## src/rtl/mtimer_pkg.sv

```systemverilog
// Shared register map, reset constants and byte-lane merge helper for the machine timer.
package mtimer_pkg;

    localparam logic [1:0] MTIME_LO_OFF    = 2'd0;
    localparam logic [1:0] MTIME_HI_OFF    = 2'd1;
    localparam logic [1:0] MTIMECMP_LO_OFF = 2'd2;
    localparam logic [1:0] MTIMECMP_HI_OFF = 2'd3;

    localparam logic [63:0] MTIMECMP_RESET   = 64'hFFFF_FFFF_FFFF_FFFF;
    localparam logic [31:0] MTIMER_BASE_ADDR = 32'h0200_4000;

    function automatic logic [31:0] apply_be(input logic [31:0] old_word,
                                             input logic [31:0] wdata,
                                             input logic [3:0]  be);
        logic [31:0] merged;
        merged = old_word;
        for (int i = 0; i < 4; i++) begin
            if (be[i]) merged[8*i +: 8] = wdata[8*i +: 8];
        end
        return merged;
    endfunction

endpackage

```

## src/rtl/mtimer_prescaler.sv

```systemverilog
// Divides the core clock into the mtime increment strobe: tick is high every PRESCALE-th cycle.
module mtimer_prescaler #(
    parameter int PRESCALE = 1,
    parameter int CNT_W    = 16
) (
    input  logic clk,
    input  logic reset,
    output logic tick
);

    localparam logic [CNT_W-1:0] LAST = CNT_W'(PRESCALE - 1);

    logic [CNT_W-1:0] cnt_q, cnt_d;

    always_comb begin
        tick  = (cnt_q == LAST);
        cnt_d = tick ? '0 : cnt_q + CNT_W'(1);
    end

    always_ff @(posedge clk) begin
        if (reset) cnt_q <= '0;
        else       cnt_q <= cnt_d;
    end

endmodule

```

## src/rtl/mtimer_clint.sv

```systemverilog
// Memory-mapped 64-bit mtime/mtimecmp with a registered level interrupt; single-cycle bus ack.
// MTIMER_SNAPSHOT_EN: a MTIME_LO read latches mtime[63:32] so the following MTIME_HI read is tear-free.
module mtimer_clint
    import mtimer_pkg::*;
#(
    parameter int PRESCALE = 1,
    parameter int CNT_W    = 16
) (
    input  logic        clk,
    input  logic        reset,
    input  logic        bus_req,
    input  logic        bus_we,
    input  logic [1:0]  bus_addr,
    input  logic [3:0]  bus_be,
    input  logic [31:0] bus_wdata,
    output logic [31:0] bus_rdata,
    output logic        bus_ack,
    output logic        irq_mtimecmp
);

    logic        tick;
    logic [63:0] mtime_q, mtime_d;
    logic [63:0] mtimecmp_q, mtimecmp_d;
    logic [31:0] rdata_q, rdata_d;
    logic        ack_q, ack_d;
    logic        irq_q, irq_d;
    logic        wr_en, rd_en, mtime_wr;
    logic [31:0] hi_rd_word, rd_word;

    mtimer_prescaler #(
        .PRESCALE (PRESCALE),
        .CNT_W    (CNT_W)
    ) u_prescaler (
        .clk   (clk),
        .reset (reset),
        .tick  (tick)
    );

`ifdef MTIMER_SNAPSHOT_EN
    logic [31:0] shadow_q, shadow_d;

    always_comb begin
        shadow_d = shadow_q;
        if (rd_en && bus_addr == MTIME_LO_OFF) shadow_d = mtime_q[63:32];
        hi_rd_word = shadow_q;
    end

    always_ff @(posedge clk) begin
        if (reset) shadow_q <= '0;
        else       shadow_q <= shadow_d;
    end
`else
    always_comb hi_rd_word = mtime_q[63:32];
`endif

    always_comb begin
        wr_en    = bus_req & bus_we;
        rd_en    = bus_req & ~bus_we;
        mtime_wr = wr_en & ((bus_addr == MTIME_LO_OFF) | (bus_addr == MTIME_HI_OFF));

        // A software write to either half freezes the whole counter for that cycle.
        mtime_d = mtime_q;
        if (mtime_wr) begin
            if (bus_addr == MTIME_LO_OFF)
                mtime_d[31:0]  = apply_be(mtime_q[31:0], bus_wdata, bus_be);
            else
                mtime_d[63:32] = apply_be(mtime_q[63:32], bus_wdata, bus_be);
        end else if (tick) begin
            mtime_d = mtime_q + 64'd1;
        end

        mtimecmp_d = mtimecmp_q;
        if (wr_en && bus_addr == MTIMECMP_LO_OFF)
            mtimecmp_d[31:0]  = apply_be(mtimecmp_q[31:0], bus_wdata, bus_be);
        if (wr_en && bus_addr == MTIMECMP_HI_OFF)
            mtimecmp_d[63:32] = apply_be(mtimecmp_q[63:32], bus_wdata, bus_be);

        case (bus_addr)
            MTIME_LO_OFF:    rd_word = mtime_q[31:0];
            MTIME_HI_OFF:    rd_word = hi_rd_word;
            MTIMECMP_LO_OFF: rd_word = mtimecmp_q[31:0];
            default:         rd_word = mtimecmp_q[63:32];
        endcase

        rdata_d = rd_en ? rd_word : '0;
        ack_d   = bus_req;
        irq_d   = (mtime_q >= mtimecmp_q);
    end

    always_ff @(posedge clk) begin
        if (reset) begin
            mtime_q    <= '0;
            mtimecmp_q <= MTIMECMP_RESET;
            rdata_q    <= '0;
            ack_q      <= 1'b0;
            irq_q      <= 1'b0;
        end else begin
            mtime_q    <= mtime_d;
            mtimecmp_q <= mtimecmp_d;
            rdata_q    <= rdata_d;
            ack_q      <= ack_d;
            irq_q      <= irq_d;
        end
    end

    assign bus_rdata    = rdata_q;
    assign bus_ack      = ack_q;
    assign irq_mtimecmp = irq_q;

endmodule

```

## config.mk

```make
export PLATFORM = sky130hd
export DESIGN_NAME = mtimer_clint
export DESIGN_NICKNAME = d
export VERILOG_FILES = /design/src/rtl/mtimer_pkg.sv /design/src/rtl/mtimer_prescaler.sv /design/src/rtl/mtimer_clint.sv
export SDC_FILE = /design/constraint.sdc
export NUM_CORES = 1
export LEC_CHECK = 0
export CORE_UTILIZATION = 55
export DETAILED_ROUTE_END_ITERATION = 7
export PLACE_DENSITY = 0.8
export SETUP_SLACK_MARGIN = 0.4
export SLEW_MARGIN = 20
export SYNTH_ARGS = -nofsm -noshare
export SYNTH_HDL_FRONTEND = slang
export SYNTH_HIERARCHICAL = 1
export SYNTH_SLANG_ARGS = --single-unit
```

## constraint.sdc

```tcl
create_clock -name clk -period 3 [get_ports clk]
set_clock_uncertainty 0.05 [all_clocks]
set_input_delay 0.9 -clock clk [delete_from_list [all_inputs] [get_ports clk]]
set_output_delay 0.9 -clock clk [all_outputs]
set_load 0.005 [all_outputs]
```

==> results.cfg <==
[placement]
place_congestion = 0.9600
dpl.hpwl_mm = 23.02
place_inst = 1621
port_buffers = 75

[clock_tree]
cts_root_buf = clkbuf_16
cts_tree = built
clk_pin_slew_ns = 0.07
htree_levels = 4
clk_latency_ns = 0.44
clock-sinks = 178
cts_hold_buffers = 0
cts_buffers = 17
clockBufferDepth = 2

[die]
io_pins = 76
rows = 50
core-area_um2 = 18830
die_w_um = 141.0
dieArea_um2 = 19890
die_h_um = 141.0
initial_core_util_pct = 56.45

[synthesis]
synth.top_cells.by_area = dfxtp_1 (34%), ha_1 (7.9%), mux4_2 (6.6%)
synth_area_um2 = 10630
synth-compound-area-share_pct = 17.13
synth_most_common_cell = dfxtp_1
synth_top_family_by_area = simple AND/OR/NAND/NOR gates
synth_fp_nets = 1405
yosys.area_share.simple_pct = 27.47
syn_avg_cell_area_um2 = 8.202
ys_top_cells_by_count = dfxtp_1 (178), nand2_1 (169), nor2_1 (120)
seq_area_frac_synth_pct = 33.52
post_synth_fa_ha_maj_area_fraction_pct = 7.886
synth.area.mux_share_pct = 7.403
yosys.area_share.xor_xnor_pct = 1.153
yosys.area.top_type = dfxtp_1
synth_edf_count = 0
synthCells = 1296
yosys.cell_types.count = 71
yosysWarningCount = 6
ys_async_sr_fraction_pct = 0
synth_ff_type = dfxtp_1
yosys.area.top_type_share_pct = 33.52
ys_ff_latch = 178

[timing]
tightest_slew_ns = 0.6041
max_freq_ghz = 0.4004
rsz0062_at_grt = true
finalMaxSlewViolations = 0
tns_ns = 0
slew_headroom_pct = 59.36
whs_ns = 0.4290
finalCritPeriodShare_pct = 83.24
setup_viol = 0
finalCriticalPeriod_ns = 2.497
hold_viol_final = 0

[global_route]
grt_first_pass_wirelength_mm = 50.69
grt-ovfl-total = 0
grt_util_all_layers_pct = 32.49
grt_pass1_vias = 9857
grt_start_max_net_pins = 56
antenna_found_initial = 0

[worst_setup_path]
start_kind = flip-flop
critical_path_required_ns = 3.28
crit_arrival_ns = 2.78
crit_slowest_cell = or4_1
cp_max_fo = 8
max_stage_delay_ns = 0.63
crit_chain = nand4_1 > or4_1 > or4_4 > o211ai_1 > a31oi_1 > a41o_1
crit_buf_inv = 0
end_kind = flip-flop
cpLargestDelayFamily = simple AND/OR/NAND/NOR gates
critPathKind = reg -> reg

[worst_hold_path]
hp-class = reg -> reg

[drt]
drtIter0Drc = 1279
vias = 10380
drt_pass1_iterations = 6
wirelength_mm = 31.56
vias_per_cell = 6.262
drc_errors = 0
wl_per_cell_um = 19.05
antenna_left = 0

[layout]
syn_to_final_growth_pct = 18.82
fin_util_pct = 67.08
fill_cells = 1495
seqCellArea_um2 = 3565
fin_cells = 1657
multi_input_area_um2 = 6539
antenna-diode-count = 0
drive_gt1_share_pct = 11.38
nets = 1493

[power]
netSwitchingFraction_pct = 25.26
power.share.clock_pct = 43.2
combPwrFrac_pct = 10.6
switching_power_mw = 1.373
powerDensity_nw_per_um2 = 430.2
p_int_mw = 4.061
totalPowerFinal_mw = 5.434
ir_drop_mv = 0.4193
static-leakage-power_nw = 5.471
p_seq_share_pct = 46.1

[run]
cap_violations = 0

[outcome]
status = complete, no violations
## placed cells by master, fill, tap and decap left out, types with 5 or more instances in the layout
master,n
a211o_1,33
a211oi_1,9
a21o_1,15
a21oi_1,79
a22oi_1,14
a31oi_1,24
and2_1,26
and3_1,18
and4_1,10
buf_12,6
buf_4,62
clkbuf_16,17
clkdlybuf4s50_1,72
dfxtp_1,177
ha_1,67
inv_1,73
mux4_2,31
nand2_1,169
nand2b_1,5
nand3_1,36
nand3b_1,33
nand4_1,40
nor2_1,117
nor2b_1,36
nor3_1,26
nor4_1,18
o211ai_1,6
o21ai_0,62
o22ai_1,5
o31ai_1,6
or3_1,5
xnor2_1,10
## sequential cells by signal, indices dropped and copies added, names as in the netlist
signal             count
mtime_q               64
mtimecmp_q            64
bus_rdata             32
u_prescaler/cnt_q     16
bus_ack                1
irq_mtimecmp           1
## power by group through the flow
stage                     Clock (mW)  Sequential [mW]  Combinational [mW]
after floorplan                    0             2.53               0.330
after global placement             0             2.55               0.549
after detailed placement           0             2.56               0.563
after CTS                       2.35             2.50               0.569
after global routing            2.45             2.51               0.626
final                           2.35             2.51               0.578
## logic make-up after synthesis
kind of cell,Yosys count
and+or+nand+nor,569
DFF,178
buffers and inverters,146
muxes,38
xor gates and xnor gates,14
adders and majority gates,67
AOI/OAI and AO/OA,284
## timing repair
item                                    in CTS  in global routing
endpoints found under the hold margin        0                  0
resized for setup                            1                 10
buffers inserted                             0                  4
pin swaps                                    0                  3
cloned                                       0                  0
endpoints found under the setup margin       3                 20
## area by class of cell
class | instances | area share (%)
tap | 260 | 2.576
timing repair buffer | 142 | 10.42
clock inverter | 13 | 1.258
sequential | 178 | 28.22
inverter | 73 | 2.169
multi-input combinational | 972 | 51.77
clock buffer | 19 | 3.586
## worst reg2reg max path: stages, from the launching register on
cell,delay [ns]
dfxtp_1,0.46
nand4_1,0.23
or4_1,0.63
or4_4,0.50
o211ai_1,0.20
a31oi_1,0.11
a41o_1,0.22
## routing by layer
| metal | routed length (um) | vias up | track usage (%) |
|---|---|---|---|
| li1 | - | 4858 | - |
| met5 | 0 | - | 0 |
| met4 | 1008 | 0 | 15.96 |
| met3 | 2798 | 91 | 6.216 |
| met1 | 13040 | 4899 | 41.52 |
| met2 | 14720 | 528 | 52.68 |
## stage by stage
stage	setup slack, ns	cell area (um^2)
global placement	0.1076	11950
finish	0.5028	12630
floorplan	0.4458	10630
global route	0.3790	12630
CTS	0.3829	12570
detailed placement	0.05095	11950
## final timing paths
kind,start,end,slack [ns],cells after the start
max,mtime_q[13],mtime_q[54],0.50,6
max reg2reg,mtime_q[13],mtime_q[54],0.50,6
min,u_prescaler/cnt_q[0],u_prescaler/cnt_q[0],0.43,1
min reg2reg,u_prescaler/cnt_q[0],u_prescaler/cnt_q[0],0.43,1
Power figures use the tool's default switching activity.
